$ cat src/rtl/multi_del_meas.sv
// Multi-channel delay measurement: pulses selected DAC channels, times ADC echoes against a magnitude threshold over N shots.
// Latency: all outputs registered; an echo D cycles after the pulse appears on dac_data records latency D.
// Backpressure: none; ADC samples are qualified only by adc_valid, DAC outputs are always presented with dac_valid.
module multi_del_meas #(
    parameter int NUM_BITS = 16,
    parameter int NUM_DAC  = 3,
    parameter int NUM_ADC  = 2,
    parameter int CNT_W    = 16,
    parameter int SHOT_W   = 4
) (
    input  logic                        clk,
    input  logic                        rst,
    input  logic                        start,
    input  logic [NUM_DAC-1:0]          dac_mask,
    input  logic [NUM_BITS-1:0]         pulse_val,
    input  logic [NUM_BITS-1:0]         thresh,
    input  logic [CNT_W-1:0]            timeout,
    input  logic [CNT_W-1:0]            settle_cycles,
    input  logic [SHOT_W-1:0]           num_shots,
    input  logic [NUM_ADC*NUM_BITS-1:0] adc_data,
    input  logic [NUM_ADC-1:0]          adc_valid,
    output logic                        adc_run,
    output logic [NUM_DAC*NUM_BITS-1:0] dac_data,
    output logic [NUM_DAC-1:0]          dac_valid,
    output logic [NUM_ADC*CNT_W-1:0]    res_min,
    output logic [NUM_ADC*CNT_W-1:0]    res_max,
    output logic [NUM_ADC-1:0]          res_to,
    output logic                        settle_err,
    output logic                        done,
    output logic                        busy,
    output logic [2:0]                  state_out
);

    typedef enum logic [2:0] {
        S_IDLE    = 3'd0,
        S_PULSE   = 3'd1,
        S_MEASURE = 3'd2,
        S_SETTLE  = 3'd3,
        S_DONE    = 3'd4
    } state_t;

    localparam logic [CNT_W-1:0]  CNT_ONE  = CNT_W'(1);
    localparam logic [CNT_W-1:0]  CNT_MAX  = '1;
    localparam logic [SHOT_W-1:0] SHOT_ONE = SHOT_W'(1);

    state_t state, state_nxt;

    // configuration captured when a run starts
    logic [NUM_DAC-1:0]  cfg_mask;
    logic [NUM_BITS-1:0] cfg_pulse;
    logic [NUM_BITS-1:0] cfg_thresh;
    logic [CNT_W-1:0]    cfg_timeout;
    logic [CNT_W-1:0]    cfg_settle;
    logic [SHOT_W-1:0]   cfg_shots;

    logic [CNT_W-1:0]    cnt;
    logic [CNT_W-1:0]    quiet_cnt;
    logic [SHOT_W-1:0]   shot_cnt;
    logic [NUM_ADC-1:0]  hit_flag;
    logic [NUM_ADC-1:0]  ever_hit;
    logic [CNT_W-1:0]    min_r [NUM_ADC];
    logic [CNT_W-1:0]    max_r [NUM_ADC];

    logic [NUM_ADC-1:0]          over;
    logic [NUM_ADC-1:0]          hit_now;
    logic                        all_hit;
    logic                        quiet;
    logic [CNT_W-1:0]            to_eff;
    logic                        at_to;
    logic [CNT_W-1:0]            cnt_inc;
    logic [CNT_W-1:0]            quiet_nxt;
    logic                        settled;
    logic [SHOT_W-1:0]           shots_eff;
    logic                        last_shot;
    logic                        run_nxt;
    logic [NUM_DAC-1:0]          src_mask;
    logic [NUM_BITS-1:0]         src_val;
    logic [NUM_DAC*NUM_BITS-1:0] pulse_dat;
    logic [NUM_ADC*CNT_W-1:0]    rep_min;
    logic [NUM_ADC*CNT_W-1:0]    rep_max;

    // Absolute value of a two's complement sample; the most-negative code saturates to max positive.
    function automatic logic [NUM_BITS-1:0] mag_of(input logic [NUM_BITS-1:0] s);
        if (!s[NUM_BITS-1])
            mag_of = s;
        else if (s[NUM_BITS-2:0] == '0)
            mag_of = {1'b0, {(NUM_BITS-1){1'b1}}};
        else
            mag_of = (~s) + 1'b1;
    endfunction

    assign state_out = state;
    assign hit_now   = over & ~hit_flag;
    assign all_hit   = &(hit_flag | over);
    assign quiet     = ~|over;
    assign to_eff    = (cfg_timeout == '0) ? CNT_ONE : cfg_timeout;
    assign at_to     = (cnt >= to_eff);
    assign cnt_inc   = (cnt == CNT_MAX) ? cnt : cnt + 1'b1;
    assign quiet_nxt = !quiet ? '0 : ((quiet_cnt == CNT_MAX) ? quiet_cnt : quiet_cnt + 1'b1);
    assign settled   = (quiet_nxt >= cfg_settle);
    assign shots_eff = (cfg_shots == '0) ? SHOT_ONE : cfg_shots;
    assign last_shot = ((shot_cnt + 1'b1) == shots_eff);
    assign run_nxt   = (state_nxt == S_PULSE) || (state_nxt == S_MEASURE) || (state_nxt == S_SETTLE);
    // the first pulse leaves IDLE on the same edge the config is latched, so take it from the inputs
    assign src_mask  = (state == S_IDLE) ? dac_mask  : cfg_mask;
    assign src_val   = (state == S_IDLE) ? pulse_val : cfg_pulse;

    // Per-channel threshold comparison of the current ADC sample.
    always_comb begin
        over = '0;
        for (int i = 0; i < NUM_ADC; i++)
            over[i] = adc_valid[i] && (mag_of(adc_data[i*NUM_BITS +: NUM_BITS]) > cfg_thresh);
    end

    // Pulse word: amplitude on masked channels, zero elsewhere.
    always_comb begin
        pulse_dat = '0;
        for (int i = 0; i < NUM_DAC; i++)
            if (src_mask[i])
                pulse_dat[i*NUM_BITS +: NUM_BITS] = src_val;
    end

    // Reported results: channels that never hit show all-ones for both min and max.
    always_comb begin
        rep_min = '0;
        rep_max = '0;
        for (int i = 0; i < NUM_ADC; i++) begin
            rep_min[i*CNT_W +: CNT_W] = ever_hit[i] ? min_r[i] : CNT_MAX;
            rep_max[i*CNT_W +: CNT_W] = ever_hit[i] ? max_r[i] : CNT_MAX;
        end
    end

    // State register.
    always_ff @(posedge clk or negedge rst) begin
        if (!rst)
            state <= S_IDLE;
        else
            state <= state_nxt;
    end

    // Next-state decode.
    always_comb begin
        state_nxt = state;
        case (state)
            S_IDLE:    if (start) state_nxt = S_PULSE;
            S_PULSE:   state_nxt = S_MEASURE;
            S_MEASURE: if (all_hit || at_to) state_nxt = S_SETTLE;
            S_SETTLE: begin
                if (settled)
                    state_nxt = last_shot ? S_DONE : S_PULSE;
                else if (at_to)
                    state_nxt = S_DONE;
            end
            S_DONE:    if (!start) state_nxt = S_IDLE;
            default:   state_nxt = S_IDLE;
        endcase
    end

    // Datapath: counters, hit tracking, min/max accumulation and registered outputs.
    always_ff @(posedge clk or negedge rst) begin
        if (!rst) begin
            cfg_mask    <= '0;
            cfg_pulse   <= '0;
            cfg_thresh  <= '0;
            cfg_timeout <= '0;
            cfg_settle  <= '0;
            cfg_shots   <= '0;
            cnt         <= '0;
            quiet_cnt   <= '0;
            shot_cnt    <= '0;
            hit_flag    <= '0;
            ever_hit    <= '0;
            for (int i = 0; i < NUM_ADC; i++) begin
                min_r[i] <= CNT_MAX;
                max_r[i] <= '0;
            end
            adc_run     <= 1'b0;
            busy        <= 1'b0;
            dac_valid   <= '0;
            dac_data    <= '0;
            res_min     <= '0;
            res_max     <= '0;
            res_to      <= '0;
            settle_err  <= 1'b0;
            done        <= 1'b0;
        end else begin
            adc_run   <= run_nxt;
            busy      <= run_nxt;
            dac_valid <= run_nxt ? '1 : '0;
            dac_data  <= (state_nxt == S_PULSE) ? pulse_dat : '0;

            case (state)
                S_IDLE: begin
                    if (start) begin
                        cfg_mask    <= dac_mask;
                        cfg_pulse   <= pulse_val;
                        cfg_thresh  <= thresh;
                        cfg_timeout <= timeout;
                        cfg_settle  <= settle_cycles;
                        cfg_shots   <= num_shots;
                        shot_cnt    <= '0;
                        ever_hit    <= '0;
                        for (int i = 0; i < NUM_ADC; i++) begin
                            min_r[i] <= CNT_MAX;
                            max_r[i] <= '0;
                        end
                        res_min     <= '0;
                        res_max     <= '0;
                        res_to      <= '0;
                        settle_err  <= 1'b0;
                        done        <= 1'b0;
                    end
                end
                S_PULSE: begin
                    cnt      <= CNT_ONE;
                    hit_flag <= '0;
                end
                S_MEASURE: begin
                    cnt <= cnt_inc;
                    for (int i = 0; i < NUM_ADC; i++) begin
                        if (hit_now[i]) begin
                            hit_flag[i] <= 1'b1;
                            ever_hit[i] <= 1'b1;
                            if (cnt < min_r[i]) min_r[i] <= cnt;
                            if (cnt > max_r[i]) max_r[i] <= cnt;
                        end
                    end
                    if (all_hit || at_to) begin
                        res_to    <= res_to | ~(hit_flag | over);
                        cnt       <= CNT_ONE;
                        quiet_cnt <= '0;
                    end
                end
                S_SETTLE: begin
                    cnt       <= cnt_inc;
                    quiet_cnt <= quiet_nxt;
                    if (settled)
                        shot_cnt <= shot_cnt + 1'b1;
                    else if (at_to)
                        settle_err <= 1'b1;
                    if (state_nxt == S_DONE) begin
                        done    <= 1'b1;
                        res_min <= rep_min;
                        res_max <= rep_max;
                    end
                end
                default: ;
            endcase
        end
    end

endmodule

$ cat config.mk
export PLATFORM = sky130hd
export DESIGN_NAME = multi_del_meas
export DESIGN_NICKNAME = d
export VERILOG_FILES = /design/src/rtl/multi_del_meas.sv
export SDC_FILE = /design/constraint.sdc
export NUM_CORES = 1
export LEC_CHECK = 0
export ABC_AREA = 1
export CORE_AREA = 5 5 182 184
export DETAILED_ROUTE_END_ITERATION = 16
export DIE_AREA = 0 0 187 189
export GPL_ROUTABILITY_DRIVEN = 0
export MAX_ROUTING_LAYER = met4
export PLACE_DENSITY = 0.86
export RECOVER_POWER = 100
export SLEW_MARGIN = 25
export SYNTH_ARGS = -nofsm -noshare
export SYNTH_HDL_FRONTEND = slang
export SYNTH_SLANG_ARGS = --single-unit
$ cat constraint.sdc
create_clock -name clk -period 9.4 [get_ports clk]
set_input_delay 1.88 -clock clk [delete_from_list [all_inputs] [get_ports clk]]
set_output_delay 1.88 -clock clk [all_outputs]
set_load 0.01 [all_outputs]
== Word-level counts from Yosys, hierarchy flattened ==
Index checks and enable logic that the tools add are counted.
Storage, ports and cells
  bits of input ports: 108
  register bits: 298
  word-level logic and storage cells: 163
Cells by class
  $lt $le $gt $ge: 8
  add/sub/neg operators: 5
  equality and inequality tests: 23
  reduce and logical (&&, ||, !) cells: 31
  bitwise logic cells: 7
  mux-type cells: 63
Operators by type and width (count)
  two-way mux 16 bit: 26
  one-hot mux 32 bit (2 select lines): 4
  two-way mux 32 bit: 4
  adder 16 x 1 -> 16 bit (second input constant): 4
  > comparator 16 bit: 4
  two-way mux 48 bit: 1
  one-hot mux 16 bit (3 select lines): 1
  equality test 16 bit (second input constant): 2
  >= comparator 16 bit: 2
  less-than comparator 16 bit: 2
  NOT 16 bit: 2
  one-hot mux 16 bit (2 select lines): 1
  zero test 15 bit: 2
  two-way mux 3 bit: 8
  inequality test 2 bit (second input constant): 12
  AND reduction 4 bit: 5
  zero test 16 bit: 1
  one-hot mux 3 bit (5 select lines): 1
  AND reduction 3 bit: 5
  equality test 3 x 2 -> 1 bit (second input constant): 4
  two-way mux 4 bit: 3
  one-hot mux 2 bit (2 select lines): 3
  AND reduction 2 bit: 5
  one-hot mux 4 bit (2 select lines): 1
  17 further kinds: 34

== Logic depth before layout (Yosys ltp) ==
Gate-level depths: netlist of run 1.
  depth after elaboration: 15
  mapped depth: 41
  depth with buffers taken out: 37

== Worst setup path before layout of run 1 ==
OpenSTA, ideal clock, no wires.
  path type: in2reg
  from: in adc_data[0]
  to: reg dac_data[46]
  stages on the path: 34
  arrival time: 5899 ps
  library setup time: 117 ps
  slack: 3384 ps
  required time: 9283 ps
  buffers on the path: 4
  path through: inv_1 ha_1 inv_1 nor3_1 inv_1 nor3_1 nand4_1 nor3_1 inv_1 buf_2 nand3_1 ha_1 a21o_1 nor2_1 nand2_1 nand2_1 nand2_1 nand2_2 nand2_1 buf_2 a21oi_1 ha_1 a21oi_1 o21ai_0 a21oi_1 nand3_2 inv_2 nand2_1 nand2_2 nand3_4 nand2_4 buf_8 buf_12 nor2_4
On the way
  longest elaborated chain between the ends: 13
  elaborated cells on any way between the ends: 18
  those cells by class: 1 x add/sub; 2 x order compare; 1 x eq/ne; 7 x mux; 2 x bitwise; 5 x reduce/logical
Ends and longest elaborated chain
  from (decl): line 20  | input logic [NUM_ADC*NUM_BITS-1:0] adc_data,
  NOT 16 bit: line 89  | mag_of = (~s) + 1'b1;
  adder 16 x 1 -> 16 bit: line 89
  two-way mux 16 bit: line 86  | else if (s[NUM_BITS-2:0] == '0)
  two-way mux 16 bit (*): line 84  | if (!s[NUM_BITS-1])
  > comparator 16 bit (*): line 112  | over[i] = adc_valid[i] && (mag_of(adc_data[i*NUM_BITS +: NUM_BITS]) > cfg_thresh);
  logical AND 1 bit (*): line 112
  OR reduction 2 bit / OR 2 bit (equally long branches): line 95, 94
  two-way mux 16 bit / AND reduction 2 bit (equally long branches): line 99, 94
  >= comparator 16 bit / logical OR 1 bit (equally long branches): line 100, 147
  two-way mux 3 bit (on tied branches): line 149, 147
  one-hot mux 3 bit (5 select lines) (*): line 144  | case (state)
  named net state_nxt[0]: line 46  | state_t state, state_nxt;
  equality test 3 x 1 -> 1 bit (*): line 190  | dac_data <= (state_nxt == S_PULSE) ? pulse_dat : '0;
  two-way mux 48 bit (*): line 190
  to (signal assigned): line 190
  to (decl): line 23  | output logic [NUM_DAC*NUM_BITS-1:0] dac_data,
Mark *: on every way through the listed nets, which the timed path passes. The rest lies on a longest branch.
A chain may end at the register's enable or synchronous reset.

== Worst setup path after layout of run 1 ==
  from: in adc_data[16]
  to: reg res_min[20]
On the way
  longest elaborated chain between the ends: 14
  elaborated cells on any way between the ends: 19
  those cells by class: 1 x add/sub; 2 x order compare; 2 x eq/ne; 6 x mux; 2 x bitwise; 6 x reduce/logical
Ends and longest elaborated chain
  NOT 16 bit: line 89
  adder 16 x 1 -> 16 bit: line 89
  two-way mux 16 bit: line 86
  two-way mux 16 bit (*): line 84
  > comparator 16 bit (*): line 112
  logical AND 1 bit (*): line 112
  OR reduction 2 bit / OR 2 bit (equally long branches): line 95, 94
  two-way mux 16 bit / AND reduction 2 bit (equally long branches): line 99, 94
  >= comparator 16 bit / logical OR 1 bit (equally long branches): line 100, 147
  two-way mux 3 bit (on tied branches): line 149, 147
  one-hot mux 3 bit (5 select lines) (*): line 144
  equality test 3 bit (*): line 241  | if (state_nxt == S_DONE) begin
  inequality test 2 bit (no line) (*)
  AND reduction 3 bit (no line) (*)
  to (signal assigned): line 243  | res_min <= rep_min;
  to (decl): line 25  | output logic [NUM_ADC*CNT_W-1:0] res_min,
Mark *: on every way between the ends. The rest lies on a longest branch, timed or not.

==> results of run 1 <==
-- worst max-delay path, delay by kind of cell --
kind,cells,cell delay (ns)
compound gates,7,1.19
fa+ha+maj,3,0.71
buf+inv,5,0.97
simple gates,16,3.63
-- layer usage --
| layer | track usage, % | vias up |
|---|---|---|
| li1 | - | 7187 |
| met1 | 32.4 | 7308 |
| met2 | 45.8 | 629 |
| met3 | 3.58 | 147 |
| met4 | 10.6 | 0 |
| met5 | - | - |
-- through the flow --
stage	hold slack, ns	setup slack [ns]	power, mW	instance area, um2	cells
floorplan	0.453	3.38	1.33	16900	2079
global placement	0.467	1.47	1.41	19300	2628
detailed placement	0.475	1.45	1.41	19300	2628
CTS	0.490	1.94	2.74	20500	2690
global route	0.510	0.569	2.81	20300	2691
finish	0.488	1.31	2.72	20300	2691
-- state kept, by name, indices dropped and copies added, names as in the netlist, 2 cells and up --
register     count
cfg_pulse       16
min_r           32
cfg_timeout     16
dac_data        48
shot_cnt         4
ever_hit         2
quiet_cnt       16
hit_flag         2
cnt             16
state_out        3
res_to           2
cfg_thresh      16
res_max         32
max_r           32
res_min         32
cfg_settle      16
cfg_shots        4
cfg_mask         3
-- cell families after synthesis --
kind of cell	share of synthesized area, %
AO/OA/AOI/OAI	13.0
XOR/XNOR	1.35
adder cells (fa/ha/maj)	9.72
buffers and inverters	8.40
flip-flops	44.0
multiplexers	0.0668
AND/OR/NAND/NOR	23.5
-- worst min-delay path by stage --
stage | to | slack, ns | depth (start not counted)
floorplan | cfg_mask[0]$_DFFE_PN0P_ | 0.45 | 2
global route | cfg_mask[1]$_DFFE_PN0P_ | 0.51 | 2
detailed placement | cfg_pulse[9]$_DFFE_PN0P_ | 0.47 | 2
CTS | cfg_pulse[9]$_DFFE_PN0P_ | 0.49 | 2
finish | cfg_pulse[10]$_DFFE_PN0P_ | 0.49 | 2
global placement | cfg_pulse[10]$_DFFE_PN0P_ | 0.47 | 2
-- layout make-up --
cell class / instances / area share, %
clock buffer: 48 / 4.86
inverter: 250 / 4.62
tap: 402 / 2.48
multi-input combinational: 1441 / 39.0
sequential: 295 / 36.6
clock inverter: 14 / 0.727
timing repair buffer: 241 / 11.7
-- power groups by stage --
stage | logic [mW] | registers [mW] | clock network [mW]
after CTS | 0.120 | 1.27 | 1.35
final | 0.118 | 1.27 | 1.33
after floorplan | 0.0340 | 1.29 | 0
after detailed placement | 0.120 | 1.29 | 0
after global placement | 0.116 | 1.29 | 0
after global routing | 0.132 | 1.27 | 1.40
-- synth_stat cells, types with 2 or more instances --
master	instances
buf_12	2
a21oi_1	79
nand3b_1	3
inv_1	244
nand2_2	4
buf_1	4
buf_6	4
nor4_4	2
o211ai_1	77
nor4_1	9
nor3_1	24
buf_2	28
a21o_1	3
o21a_1	6
nand3_1	149
xnor2_1	3
buf_4	5
nand2_4	2
or2_2	15
nand2_1	550
a31oi_1	8
xor2_1	23
nor2_2	4
inv_2	5
dfstp_2	32
o21ai_0	204
nand4_1	13
dfrtp_1	263
clkbuf_1	48
nor3_2	4
nor2_1	92
nor2_4	21
o21ai_1	5
ha_1	131
==> impl_metrics.toml, run 1 <==
[run_status]
status = "finished with violations"
violations = "max-capacitance violations, max-slew violations"

[sta]
skew_ns = 0.0179
tns_ns = 0
tightest_slew_ns = 4.85
rsz0062_at_grt = "false"
setup_viol = 0
slew_viol_final = 323
fmax_ghz = 0.124
fin_crit_ns = 8.09
finalCritPeriodShare_pct = 86.0
slew_headroom_pct = -223
hold_violations = 0

[setup_path]
cp_common_cell = "nand2_1"
cp-start-kind = "input port"
r2r_slack_ns = 2.70
reg2reg_from = "state_out[0]$_DFF_PN0_"
path_max_fanout = 66
critPathArrivalTime_ns = 8.47
critPathSlowestCell = "nand2_2"
r2r_end = "min_r[13]$_DFFE_PN1P_"
crit_required_ns = 9.78
crit_type = "in -> reg"
slowest_delay_ns = 0.64
worstSetupEndpoint = "res_min[20]$_DFFE_PN0P_"
end_kind = "flip-flop"
ff2ff_path_depth = 5
setup.worst_path.start = "adc_data[16]"

[logic_synthesis]
synth_area_um2 = 16900
synthCells = 2079
synth_warnings = 0
async_flop_share_pct = 100
synthTopCellsByArea = "dfrtp_1 (39%), nand2_1 (12%), ha_1 (9.7%)"
synth.net_count = 2318
ys_seq_elements = 295
synth.distinct_cells = 47
synth_top_area_cell = "dfrtp_1"
avgSynthCellArea_um2 = 8.11
synth_flop_cell = "dfrtp_1"
ys_seq_area_share_pct = 44.0
synth_edf_count = 0
yosysTopAreaCellShare_pct = 39.0

[detailed_routing]
post-route-drc-count = 0
routed-via-count = 15300
wl_per_cell_um = 17.4
dr.pass1.iters = 6
routedLengthMet1_um = 18600
viasPerCell = 5.67
wl_um = 46700
topRoutingLayerUsed = "met4"
dr_wl_met3_um = 2790
dr_wl_met2_um = 23300
final_antenna_net_count = 0
drt-initial-drc-count = 1342

[grt]
track_usage_pct = 26.8
grt_pass1_wl_um = 76900
grt_pass1_vias = 15200
grt_overflow_total = 0
grt_start_max_net_pins = 172
antenna_found_initial = 0

[cells_and_area]
ff_latch_area_um2 = 7420
multi_input_area_um2 = 7920
antenna_cells = 0
layout_commonest_cell = "nand2_1"
final_util_pct = 65.0
layout-area-overhead-vs-synth_pct = 20.4
mostFrequentLayoutCells = "nand2_1 (552), dfrtp_1 (263), inv_1 (243), o21ai_0 (204), nand3_1 (150)"
layout-drive-gt1-share_pct = 6.07
n_fill_cell = 2504
layout.nets = 2502

[cts]
cts_setup_buffers = 0
clk_pin_slew_ns = 0.06
cts_buffers = 34
root_buffer = "clkbuf_16"
clk_latency_ns = 0.52
clockBufferDepth = 3
cts.repair.resized = 0
cts_tree = "yes"
cts_htree_levels = 2
holdBufCountCts = 0
clock_sinks = 295

[floorplanning]
num_rows = 65
dieArea_um2 = 35300
die_h_um = 189
die_width_um = 187
pin_count = 232
core_area_um2 = 31200
initial_core_util_pct = 54.0

[power_and_ir_drop]
pwr-share-seq_pct = 46.8
ir_worst_vdd_uv = 113
p_sw_uw = 616
power_frac_clock_pct = 48.9
swShare_pct = 22.7
power_per_cell_area_nw_per_um2 = 134
p_int_mw = 2.10
power_leakage_nw = 10.5
p_comb_share_pct = 4.3

[place]
io_buffers = 231
dp_hpwl_um = 33200

[hold_path]
hp-class = "reg -> reg"
hp-start = "cfg_pulse[10]$_DFFE_PN0P_"

[run]
drv_cap = 4
(Power assumes the default switching activity.)
==> inputs of run 2 (changes only) <==
--- a/config.mk
+++ b/config.mk
@@ -9,2 +9,4 @@
 export CORE_AREA = 5 5 182 184
+export CTS_CLUSTER_DIAMETER = 150
+export CTS_CLUSTER_SIZE = 14
 export DETAILED_ROUTE_END_ITERATION = 16
==> constraint.sdc (replaced) <==
create_clock -name clk -period 9.4 [get_ports clk]
set_input_delay 2.82 -clock clk [delete_from_list [all_inputs] [get_ports clk]]
set_output_delay 2.82 -clock clk [all_outputs]
set_load 0.01 [all_outputs]
==> impl_metrics.toml, run 2 (synthesis results as in run 1) <==
[floorplanning]
initial_core_util_pct = 54.0
core_area_um2 = 31200
die_h_um = 189
pin_count = 232
dieArea_um2 = 35300
die_width_um = 187
num_rows = 65

[cells_and_area]
finalNonFillerCells = 2674
layout_commonest_cell = "nand2_1"
antenna_cells = 0
layout.nets = 2493
regMostFlops = "dac_data"
design_area_um2 = 19900
layout-area-overhead-vs-synth_pct = 18.0
layout-drive-gt1-share_pct = 5.06
final_util_pct = 63.7
mostFrequentLayoutCells = "nand2_1 (552), dfrtp_1 (263), inv_1 (243), o21ai_0 (205), nand3_1 (148)"
largest_reg_flops = 48

[sta]
slew_viol_final = 441
setup_viol = 0
rsz0062_at_grt = "false"
slew_headroom_pct = -245
hold_violations = 0
holdWs_ns = 0.488
tns_ns = 0
setup_slack_ns = 0.837
fmax_ghz = 0.117
finalCritPeriodShare_pct = 91.1
tightest_slew_ns = 5.18
fin_crit_ns = 8.56
skew_ns = 0.0260

[run_status]
violations = "max-capacitance violations, max-slew violations"
status = "finished with violations"

[setup_path]
r2r_slack_ns = 3.34
crit_type = "in -> reg"
r2r_end = "min_r[14]$_DFFE_PN1P_"
critPathArrivalTime_ns = 9.03
ff2ff_path_depth = 5
critPathSlowestCell = "clkdlybuf4s50_1"
end_kind = "flip-flop"
crit_required_ns = 9.87
slowest_delay_ns = 0.45
cp-start-kind = "input port"
cp_common_cell = "nand2_1"
reg2reg_from = "state_out[0]$_DFF_PN0_"
path_max_fanout = 39

[place]
dp_slack_ns = 0.430
dp_hpwl_um = 33400
place_inst = 2628
placed_area_um2 = 19300
io_buffers = 231

[detailed_routing]
routed-via-count = 15000
post-route-drc-count = 0
viasPerCell = 5.60
final_antenna_net_count = 0
wl_per_cell_um = 17.2
wl_um = 46000
drt-initial-drc-count = 1428
dr.pass1.iters = 8

[power_and_ir_drop]
p_int_mw = 1.83
power_leakage_nw = 10.3
ir_worst_vdd_uv = 122
p_comb_share_pct = 5.0
swShare_pct = 22.6
power_mw = 2.36
power_frac_clock_pct = 41.3
power_per_cell_area_nw_per_um2 = 119
pwr-share-seq_pct = 53.7
p_sw_uw = 535

[hold_path]
hp-start = "cfg_pulse[9]$_DFFE_PN0P_"
whs_path_depth = 2
hold_end = "cfg_pulse[9]$_DFFE_PN0P_"
hp-class = "reg -> reg"

[cts]
root_buffer = "clkbuf_16"
cts_tree = "yes"
cts_buffers = 25
clockBufferDepth = 3
clk_latency_ns = 0.55
cts_setup_buffers = 0
holdBufCountCts = 0
clock_sinks = 295
cts_htree_levels = 1
clk_pin_slew_ns = 0.07
cts.repair.resized = 0

[grt]
grt_pass1_wl_um = 75300
grt_overflow_total = 0
antenna_found_initial = 0
track_usage_pct = 26.3
grt_pass1_vias = 15000
grt_start_max_net_pins = 183

[run]
drv_cap = 4
[run 2: layout make-up]
class	count	area [um2]
Tap cell	402	503
Clock buffer	43	693
Timing Repair Buffer	241	2390
Multi-Input combinational cell	1441	7930
Clock inverter	2	25.0
Fill cell	2540	11300
Inverter	250	938
Sequential cell	295	7420
[run 2: how the worst max path moves through the flow]
stage           startpoint                      end  slack [ns]  cells past startpoint
2_1_floorplan  adc_data[0]   dac_data[46]$_DFF_PN0_        2.44                     34
3_3_place_gp   adc_data[0]  res_max[25]$_DFFE_PN0P_        0.78                     31
3_5_place_dp   adc_data[0]  res_max[10]$_DFFE_PN0P_        0.43                     32
4_1_cts        adc_data[0]  res_max[20]$_DFFE_PN0P_        0.99                     32
5_1_grt                rst    max_r[26]$_DFFE_PN0P_        0.13                      3
6_report       adc_data[0]  res_max[20]$_DFFE_PN0P_        0.84                     33
[run 2: layer usage]
metal,part of all wire (%),GRT usage [%]
met3,5.8,3.32
met2,50,45.7
met5,0,-
met4,3.7,9.56
met1,41,31.8
[run 2: worst max-delay path, delay by kind of cell]
kind                       cells  cell delay, ns
and+or+nand+nor               17            2.77
buffers and inverters          7            1.50
AOI/OAI and AO/OA              6            1.19
adders and majority gates      3            0.72
[run 2: power by group through the flow]
stage / clock [mW] / combinational (mW) / sequential, mW
4_1_cts: 0.996 / 0.120 / 1.27
6_report: 0.976 / 0.119 / 1.27
3_3_place_gp: 0 / 0.116 / 1.29
2_1_floorplan: 0 / 0.0340 / 1.29
5_1_grt: 1.05 / 0.133 / 1.27
3_5_place_dp: 0 / 0.119 / 1.29
==> inputs of run 3 (changes only) <==
Settings changed: ABC_CLOCK_PERIOD_IN_PS set to 9400, TNS_END_PERCENT set to 1.
==> results of run 3 <==
The final DEF is identical to that of run 2; final timing and power are the same.
